$ cat config.mk
export PLATFORM = sky130hd
export DESIGN_NAME = supersonic_ranger
export DESIGN_NICKNAME = d
export VERILOG_FILES = /design/src/rtl/supersonic_pkg.sv /design/src/rtl/sync_2ff.sv /design/src/rtl/supersonic_ranger.sv
export SDC_FILE = /design/constraint.sdc
export NUM_CORES = 1
export LEC_CHECK = 0
export CAP_MARGIN = 0
export CORE_MARGIN = 5
export CORE_UTILIZATION = 40
export DETAILED_ROUTE_END_ITERATION = 16
export PLACE_DENSITY = 0.53
export SYNTH_ARGS = -nofsm -noshare
export SYNTH_HDL_FRONTEND = slang
export SYNTH_SLANG_ARGS = --single-unit
$ cat constraint.sdc
create_clock -name clk -period 19.4 [get_ports clk]
set_input_delay 3.88 -clock clk [delete_from_list [all_inputs] [get_ports clk]]
set_output_delay 3.88 -clock clk [all_outputs]
set_load 0.02 [all_outputs]
$ cat src/rtl/supersonic_pkg.sv
// Shared types and constants for the ultrasonic ranger controller.
package supersonic_pkg;

  typedef enum logic [2:0] {
    IDLE,
    TRIG,
    WAIT_ECHO,
    MEASURE,
    DONE
  } state_e;

  localparam int unsigned TRIG_CYCLES_DEF  = 500;
  localparam int unsigned ECHO_TIMEOUT_DEF = 1_500_000;
  localparam int unsigned ECHO_MAX_DEF     = 1_900_000;

  // 3.4 um per 20 ns cycle, one-way, expressed as 17/5.
  localparam int unsigned SCALE_NUM = 17;
  localparam int unsigned SCALE_DEN = 5;

endpackage

$ cat src/rtl/sync_2ff.sv
// Two-stage synchroniser for a single asynchronous bit.
module sync_2ff (
  input  logic clk_i,
  input  logic rst_ni,
  input  logic d_i,
  output logic q_o
);

  logic s1_q;
  logic s2_q;

  always_ff @(posedge clk_i or negedge rst_ni) begin
    if (!rst_ni) begin
      s1_q <= '0;
      s2_q <= '0;
    end else begin
      s1_q <= d_i;
      s2_q <= s1_q;
    end
  end

  assign q_o = s2_q;

endmodule

$ cat src/rtl/supersonic_ranger.sv
// Trigger qualification, echo timing and distance conversion for an HC-SR04 ranger.
module supersonic_ranger
  import supersonic_pkg::*;
#(
  parameter int unsigned TRIG_CYCLES  = TRIG_CYCLES_DEF,
  parameter int unsigned ECHO_TIMEOUT = ECHO_TIMEOUT_DEF,
  parameter int unsigned ECHO_MAX     = ECHO_MAX_DEF
) (
  input  logic        clk,
  input  logic        rst_n,
  input  logic        trigger,
  input  logic        echo,
  output logic        valid,
  output logic        triggerSuc,
  output logic [31:0] distance
);

  state_e      state_q, state_d;
  logic [31:0] trig_cnt_q, trig_cnt_d;
  logic [31:0] wait_cnt_q, wait_cnt_d;
  logic [31:0] echo_cnt_q, echo_cnt_d;
  logic        ovf_q, ovf_d;
  logic        suc_q, suc_d;
  logic        valid_q, valid_d;
  logic [31:0] distance_q, distance_d;
  logic        echo_s;
  logic [31:0] product;

  sync_2ff u_echo_sync (
    .clk_i  (clk),
    .rst_ni (rst_n),
    .d_i    (echo),
    .q_o    (echo_s)
  );

  assign product = echo_cnt_q * SCALE_NUM;

  always_comb begin
    state_d    = state_q;
    trig_cnt_d = trig_cnt_q;
    wait_cnt_d = wait_cnt_q;
    echo_cnt_d = echo_cnt_q;
    ovf_d      = ovf_q;
    suc_d      = suc_q;
    valid_d    = 1'b0;
    distance_d = distance_q;
    unique case (state_q)
      IDLE: begin
        if (trigger) begin
          trig_cnt_d = 32'd1;
          suc_d      = (TRIG_CYCLES <= 1);
          state_d    = TRIG;
        end
      end
      TRIG: begin
        if (trigger) begin
          if (trig_cnt_q < TRIG_CYCLES) trig_cnt_d = trig_cnt_q + 32'd1;
          if (trig_cnt_q + 32'd1 >= TRIG_CYCLES) suc_d = 1'b1;
        end else if (trig_cnt_q >= TRIG_CYCLES) begin
          wait_cnt_d = '0;
          state_d    = WAIT_ECHO;
        end else begin
          trig_cnt_d = '0;
          suc_d      = 1'b0;
          state_d    = IDLE;
        end
      end
      WAIT_ECHO: begin
        if (echo_s) begin
          echo_cnt_d = 32'd1;
          ovf_d      = 1'b0;
          state_d    = MEASURE;
        end else if (wait_cnt_q >= ECHO_TIMEOUT - 1) begin
          trig_cnt_d = '0;
          suc_d      = 1'b0;
          state_d    = IDLE;
        end else begin
          wait_cnt_d = wait_cnt_q + 32'd1;
        end
      end
      MEASURE: begin
        if (echo_s) begin
          echo_cnt_d = echo_cnt_q + 32'd1;
          if (echo_cnt_q + 32'd1 >= ECHO_MAX) begin
            ovf_d   = 1'b1;
            state_d = DONE;
          end
        end else begin
          state_d = DONE;
        end
      end
      DONE: begin
        valid_d    = 1'b1;
        distance_d = ovf_q ? '1 : product / SCALE_DEN;
        suc_d      = 1'b0;
        ovf_d      = 1'b0;
        trig_cnt_d = '0;
        state_d    = IDLE;
      end
      default: state_d = IDLE;
    endcase
  end

  always_ff @(posedge clk or negedge rst_n) begin
    if (!rst_n) begin
      state_q    <= IDLE;
      trig_cnt_q <= '0;
      wait_cnt_q <= '0;
      echo_cnt_q <= '0;
      ovf_q      <= 1'b0;
      suc_q      <= 1'b0;
      valid_q    <= 1'b0;
      distance_q <= '0;
    end else begin
      state_q    <= state_d;
      trig_cnt_q <= trig_cnt_d;
      wait_cnt_q <= wait_cnt_d;
      echo_cnt_q <= echo_cnt_d;
      ovf_q      <= ovf_d;
      suc_q      <= suc_d;
      valid_q    <= valid_d;
      distance_q <= distance_d;
    end
  end

  assign valid      = valid_q;
  assign triggerSuc = suc_q;
  assign distance   = distance_q;

endmodule

==> impl_metrics.ini, run 1 <==
[outcome]
status = finished clean

[clocking]
cts_made_buffers = 17
ctsResizeCount = 0
cts.path.max_buffers = 2
clk_latency_ns = 0.44
cts_root_buffer = clkbuf_16
cts_tree = built
h-tree-depth = 4
hold_buffers = 0
postCtsSetupBuffers = 0
cts.sinks = 135
clk_pin_slew_ns = 0.07

[drt]
ant_nets = 0
dr.pass1.iters = 5
wl_mm = 38.3
initialDrtViolationCount = 908
drc = 0
post_drt_via_cell_ratio = 6.02
avgRoutedWirePerCell_um = 17.5
num_vias = 13100

[floorplan]
start_util_pct = 40.5
die_h_um = 194
num_io_pins = 38
fp.dieW_um = 194
coreArea_mm2 = 0.0334
die-area_mm2 = 0.0376
num_rows = 67

[yosys]
ys_ff_latch = 135
ys_warn_count = 0
synth_largest_area_cell = dfrtp_1
yosys-top-cells-area = dfrtp_1 25%, ha_1 5.6%, nor2_1 5.4%
yosys_most_used_dff = dfrtp_1
synth_top_area_share_pct = 25.0
synth_seq_area_share_pct = 25.0
ys_types = 123
syn_inst = 1739
yosysMostFrequentCell = nor2_1
synth.avg_cell_area_um2 = 7.78
synth-async-reset-ratio_pct = 100
synthTopCellsByCount = 194 x nor2_1, 183 x nand2_1, 135 x dfrtp_1, 107 x a21oi_1, 107 x o21ai_0
syn_nets = 1805
syn-cell-area_mm2 = 0.0135
synth-edff-count = 0

[job]
drv_cap = 0

[timing]
tightest_slew_ns = 1.12
setup_ws_ns = 4.63
final.setup.tns_ns = 0
maxSlewHeadroom_pct = 24.8
final-setup-viol-count = 0
fmax_mhz = 67.7
hold_viol_final = 0
min_period_ns = 14.77
fin_crit_sh_pct = 76.1
rsz0062_at_grt = false
fin_skew_ns = 0.0112
slew_viol_final = 0

[layout]
finalInstanceArea_mm2 = 0.0148
instances_no_fill = 2182
layout.nets = 1787
syn_to_final_growth_pct = 9.37
fill_cells = 3332
drive_gt1_share_pct = 7.61
n_antenna_cell = 0

[pwr]
finalPower_mw = 1.26
power_leakage_nw = 6.14
power.density_mw_per_mm2 = 84.9
ir_worst_vdd_mv = 0.0653

[critical_path]
crit_family = compound AO/OA/AOI/OAI gates
crit_buf_inv = 0
cp-end-kind = register
required_ns = 19.70
crit_arrival_ns = 15.07
startpoint_type = register
path_class = register to register
critPathMostFrequentCell = ha_1
slowest_stage = mux2i_1
critPathMaxFanout = 18
cpPeakStageDelay_ns = 0.86

[grt]
grt_pass1_vias = 12400
grt_overflow_total = 0
grt_pass1_wl_mm = 64.3
gr-usage-all-layers_pct = 19.9
grt_max_degree = 79
antenna_found_initial = 0

[placement]
hpwl_mm = 27.5
gp_congestion = 0.904
dpl_cell_area_mm2 = 0.0142
post-place-ws_ns = 4.85
numPlacedInstances = 2150
port_buffers = 37

[hold_path]
hold_path.class = register to register
[stage by stage]
stage               utilization [%]  hold WS, ns
finish                         44.2        0.356
global route                   44.2        0.374
CTS                            44.2        0.359
detailed placement             42.4        0.344
global placement               42.4        0.346
floorplan                         -        0.331
[where the power goes]
group	internal, mW	total, mW	switching (mW)
Clock	0.208	0.352	0.144
Combinational	0.213	0.526	0.312
Sequential	0.329	0.378	0.0495
[worst paths after layout]
path / from / to / slack (ns) / cells after the start
setup / recovery: echo_cnt_q[8]$_DFFE_PN0P_ / distance[1]$_DFFE_PN0P_ / 4.63 / 45
hold / removal: u_echo_sync.s1_q$_DFF_PN0_ / u_echo_sync.q_o$_DFF_PN0_ / 0.36 / 0
setup reg to reg: echo_cnt_q[8]$_DFFE_PN0P_ / distance[1]$_DFFE_PN0P_ / 4.63 / 45
hold reg to reg: u_echo_sync.s1_q$_DFF_PN0_ / u_echo_sync.q_o$_DFF_PN0_ / 0.36 / 0
max in group asynchronous: rst_n / trig_cnt_q[16]$_DFFE_PN0P_ / 14.66 / 2
min in group asynchronous: rst_n / wait_cnt_q[14]$_DFFE_PN0P_ / 3.49 / 1
[worst register-to-register path: cells and delay by family, from the launching register on]
family	cells	cell delay, ns
xor gates and xnor gates	1	0.24
AOI/OAI and AO/OA	26	7.03
adders and majority gates	3	1.00
DFF	1	0.47
and+or+nand+nor	12	4.61
muxes	3	1.31
[final cells by class]
| cell class | count | area (µm²) | area share (%) |
|---|---|---|---|
| Multi-Input combinational cell | 1474 | 9600 | 64.9 |
| Clock inverter | 12 | 168 | 1.13 |
| Clock buffer | 20 | 447 | 3.02 |
| Sequential cell | 135 | 3380 | 22.8 |
| Timing Repair Buffer | 54 | 499 | 3.37 |
| Inverter | 39 | 146 | 0.989 |
| Tap cell | 448 | 561 | 3.79 |
[layer usage]
metal / vias to the layer above / GRT usage (%) / routed length, µm
li1: 6565 / - / -
met1: 6244 / 28.2 / 18600
met2: 280 / 31.7 / 17600
met3: 51 / 2.59 / 1290
met4: 0 / 6.25 / 837
met5: - / 0 / 0
[cell families after synthesis]
| family | synth area share (%) |
|---|---|
| xor+xnor | 5.75 |
| flops | 25.0 |
| mux | 2.02 |
| fa+ha+maj | 6.08 |
| compound gates | 31.0 |
| simple gates | 26.1 |
| buf+inv | 4.15 |
[placed cells by master (no fill, tap or decap), types with 18 or more instances in the layout]
| cell type | count |
|---|---|
| a211oi_1 | 24 |
| a21o_1 | 22 |
| a21oi_1 | 107 |
| a31oi_1 | 39 |
| and3_1 | 29 |
| clkdlybuf4s50_1 | 36 |
| dfrtp_1 | 135 |
| ha_1 | 61 |
| inv_1 | 35 |
| mux2i_1 | 19 |
| nand2_1 | 183 |
| nand3_1 | 90 |
| nand4_1 | 25 |
| nor2_1 | 193 |
| nor2b_1 | 30 |
| nor3_1 | 44 |
| nor4_1 | 24 |
| o211ai_1 | 19 |
| o21ai_0 | 107 |
| o21ai_1 | 18 |
| o31ai_1 | 29 |
| or3_1 | 19 |
| xnor2_1 | 56 |
| xor2_1 | 31 |
[registers in the layout, summed over array words and instances, names as in the netlist]
| register | flops |
|---|---|
| echo_cnt_q | 32 |
| trig_cnt_q | 32 |
| wait_cnt_q | 32 |
| distance | 31 |
| state_q | 3 |
| ovf_q | 1 |
| triggerSuc | 1 |
| u_echo_sync.q_o | 1 |
| u_echo_sync.s1_q | 1 |
| valid | 1 |
(Power assumes the default switching activity.)
==> run 2: changes to the inputs <==
- PLACE_DENSITY: 0.53 -> 0.55
- clock period: 19.4 -> 12.7 ns (I/O delays scaled with it)
==> run 2 against run 1 <==
Compared with the run above:
- clock power is 49% higher
- via count is 3.7% higher
- count of clock-buffer cells in the layout is 1 higher
- sequential share of layout area is 1.7 points lower
- sequential cell count stayed put
- design area is 8.4% higher
- total power is 56% higher
- routed wire length is 2.0% higher
- non-clock buffer count is 85 higher
- critical path depth is 5 higher
- global-route usage is 0.32 points lower
- hold slack better by 0.011 ns
==> impl_metrics.ini, run 2 (synthesized netlist as in run 1, its figures left out) <==
[clocking]
cts_tree = built
clk_pin_slew_ns = 0.07
cts_made_buffers = 17
h-tree-depth = 4
hold_buffers = 0
clk_latency_ns = 0.44
cts.sinks = 135
cts_root_buffer = clkbuf_16
cts.path.max_buffers = 2

[drt]
initialDrtViolationCount = 819
post_drt_via_cell_ratio = 6.01
wl_mm = 39.1
dr.max_layer_used = met4
dr.pass1.iters = 5
ant_nets = 0
wl_met1_mm = 18.7
avgRoutedWirePerCell_um = 17.2
wl_met2_mm = 18.4
num_vias = 13600
wl_met3_mm = 1.44
drc = 0

[critical_path]
path_class = register to register
cpPeakStageDelay_ns = 0.46
cp-end-kind = register
startpoint_type = register
required_ns = 13.01
crit_arrival_ns = 12.55
critPathMaxFanout = 8
slowest_stage = or4_4

[timing]
fin_crit_sh_pct = 96.3
tightest_slew_ns = 1.23
setup_ws_ns = 0.467
fin_skew_ns = 0.0109
fmax_mhz = 81.7
slew_viol_final = 0
hold_viol_final = 0
maxSlewHeadroom_pct = 17.1
holdWs_ns = 0.368
min_period_ns = 12.23
final-setup-viol-count = 0

[placement]
dpl_cell_area_mm2 = 0.0146
post-place-ws_ns = -0.131
hpwl_mm = 27.8
port_buffers = 37
gp_congestion = 0.890
numPlacedInstances = 2211

[floorplan]
num_io_pins = 38
fp.dieW_um = 194
die_h_um = 194
num_rows = 67
start_util_pct = 40.5
coreArea_mm2 = 0.0334
die-area_mm2 = 0.0376

[grt]
grt_max_degree = 79
grt_pass1_vias = 12600
gr-usage-all-layers_pct = 19.6
grt_overflow_total = 0
grt_pass1_wl_mm = 63.7
antenna_found_initial = 0

[layout]
layout_common_cells = 189 x nor2_1, 181 x nand2_1, 132 x dfrtp_1
syn_to_final_growth_pct = 18.6
layout.nets = 1872
n_antenna_cell = 0
finalInstanceArea_mm2 = 0.0160
instances_no_fill = 2266
top_regs = echo_cnt_q: 32 flops, trig_cnt_q: 32 flops, wait_cnt_q: 32 flops
layout_commonest_cell = nor2_1
drive_gt1_share_pct = 16.8

[pwr]
power_leakage_nw = 6.73
finalPower_mw = 1.96
ir_worst_vdd_mv = 0.107
power.density_mw_per_mm2 = 122

[hold_path]
hold_path.class = register to register

[job]
drv_cap = 0

[outcome]
status = finished clean
run 2: area by class of cell:
class | instances | area [µm²]
fillers | 3298 | 17400
well taps | 448 | 561
flip-flops and latches | 135 | 3380
clock inverters | 10 | 143
multi-input cells | 1474 | 10200
repair buffers | 139 | 1140
clock buffers | 21 | 460
inverters | 39 | 146
run 2: timing repair:
item / 4_1_cts / 5_1_grt
setup buffers: 1 / 23
pin swaps: 1 / 35
setup endpoints to repair: 2 / 4
endpoints found under the hold margin: 0 / 0
resized for setup: 5 / 120
run 2: per-layer routing:
layer	GRT usage [%]	vias up
li1	-	6722
met1	27.8	6536
met2	32.1	325
met3	2.05	39
met4	4.84	0
met5	0	-
run 2: worst max-delay path, delay by kind of cell (launching register included):
family / cells / cell delay [ns]
buf+inv: 3 / 0.56
mux: 2 / 0.42
fa+ha+maj: 4 / 1.20
xor+xnor: 2 / 0.28
compound gates: 29 / 7.01
flops: 1 / 0.42
simple gates: 10 / 2.21
run 2: path summary, 6_finish.rpt:
path	startpoint	endpoint	slack, ns	depth (start not counted)
max	echo_cnt_q[5]$_DFFE_PN0P_	distance[0]$_DFFE_PN0P_	0.47	50
max reg2reg	echo_cnt_q[5]$_DFFE_PN0P_	distance[0]$_DFFE_PN0P_	0.47	50
min in group asynchronous	rst_n	wait_cnt_q[16]$_DFFE_PN0P_	2.08	1
max in group asynchronous	rst_n	echo_cnt_q[26]$_DFFE_PN0P_	9.18	2
min reg2reg	u_echo_sync.s1_q$_DFF_PN0_	u_echo_sync.q_o$_DFF_PN0_	0.37	0
min	u_echo_sync.s1_q$_DFF_PN0_	u_echo_sync.q_o$_DFF_PN0_	0.37	0
run 2: where the power goes:
| part | leakage, nW | internal [mW] | switching [mW] |
|---|---|---|---|
| combinational | 4.65 | 0.369 | 0.508 |
| clock | 0.294 | 0.320 | 0.206 |
| sequential | 1.79 | 0.503 | 0.0588 |
run 2: per-stage QoR:
| stage | util, % | setup TNS (ns) |
|---|---|---|
| final | 48.0 | 0 |
| after global routing | 48.0 | -0.108 |
| after CTS | 45.7 | 0 |
| after detailed placement | 43.8 | -0.254 |
| after global placement | 43.8 | 0 |
| after floorplan | - | 0 |
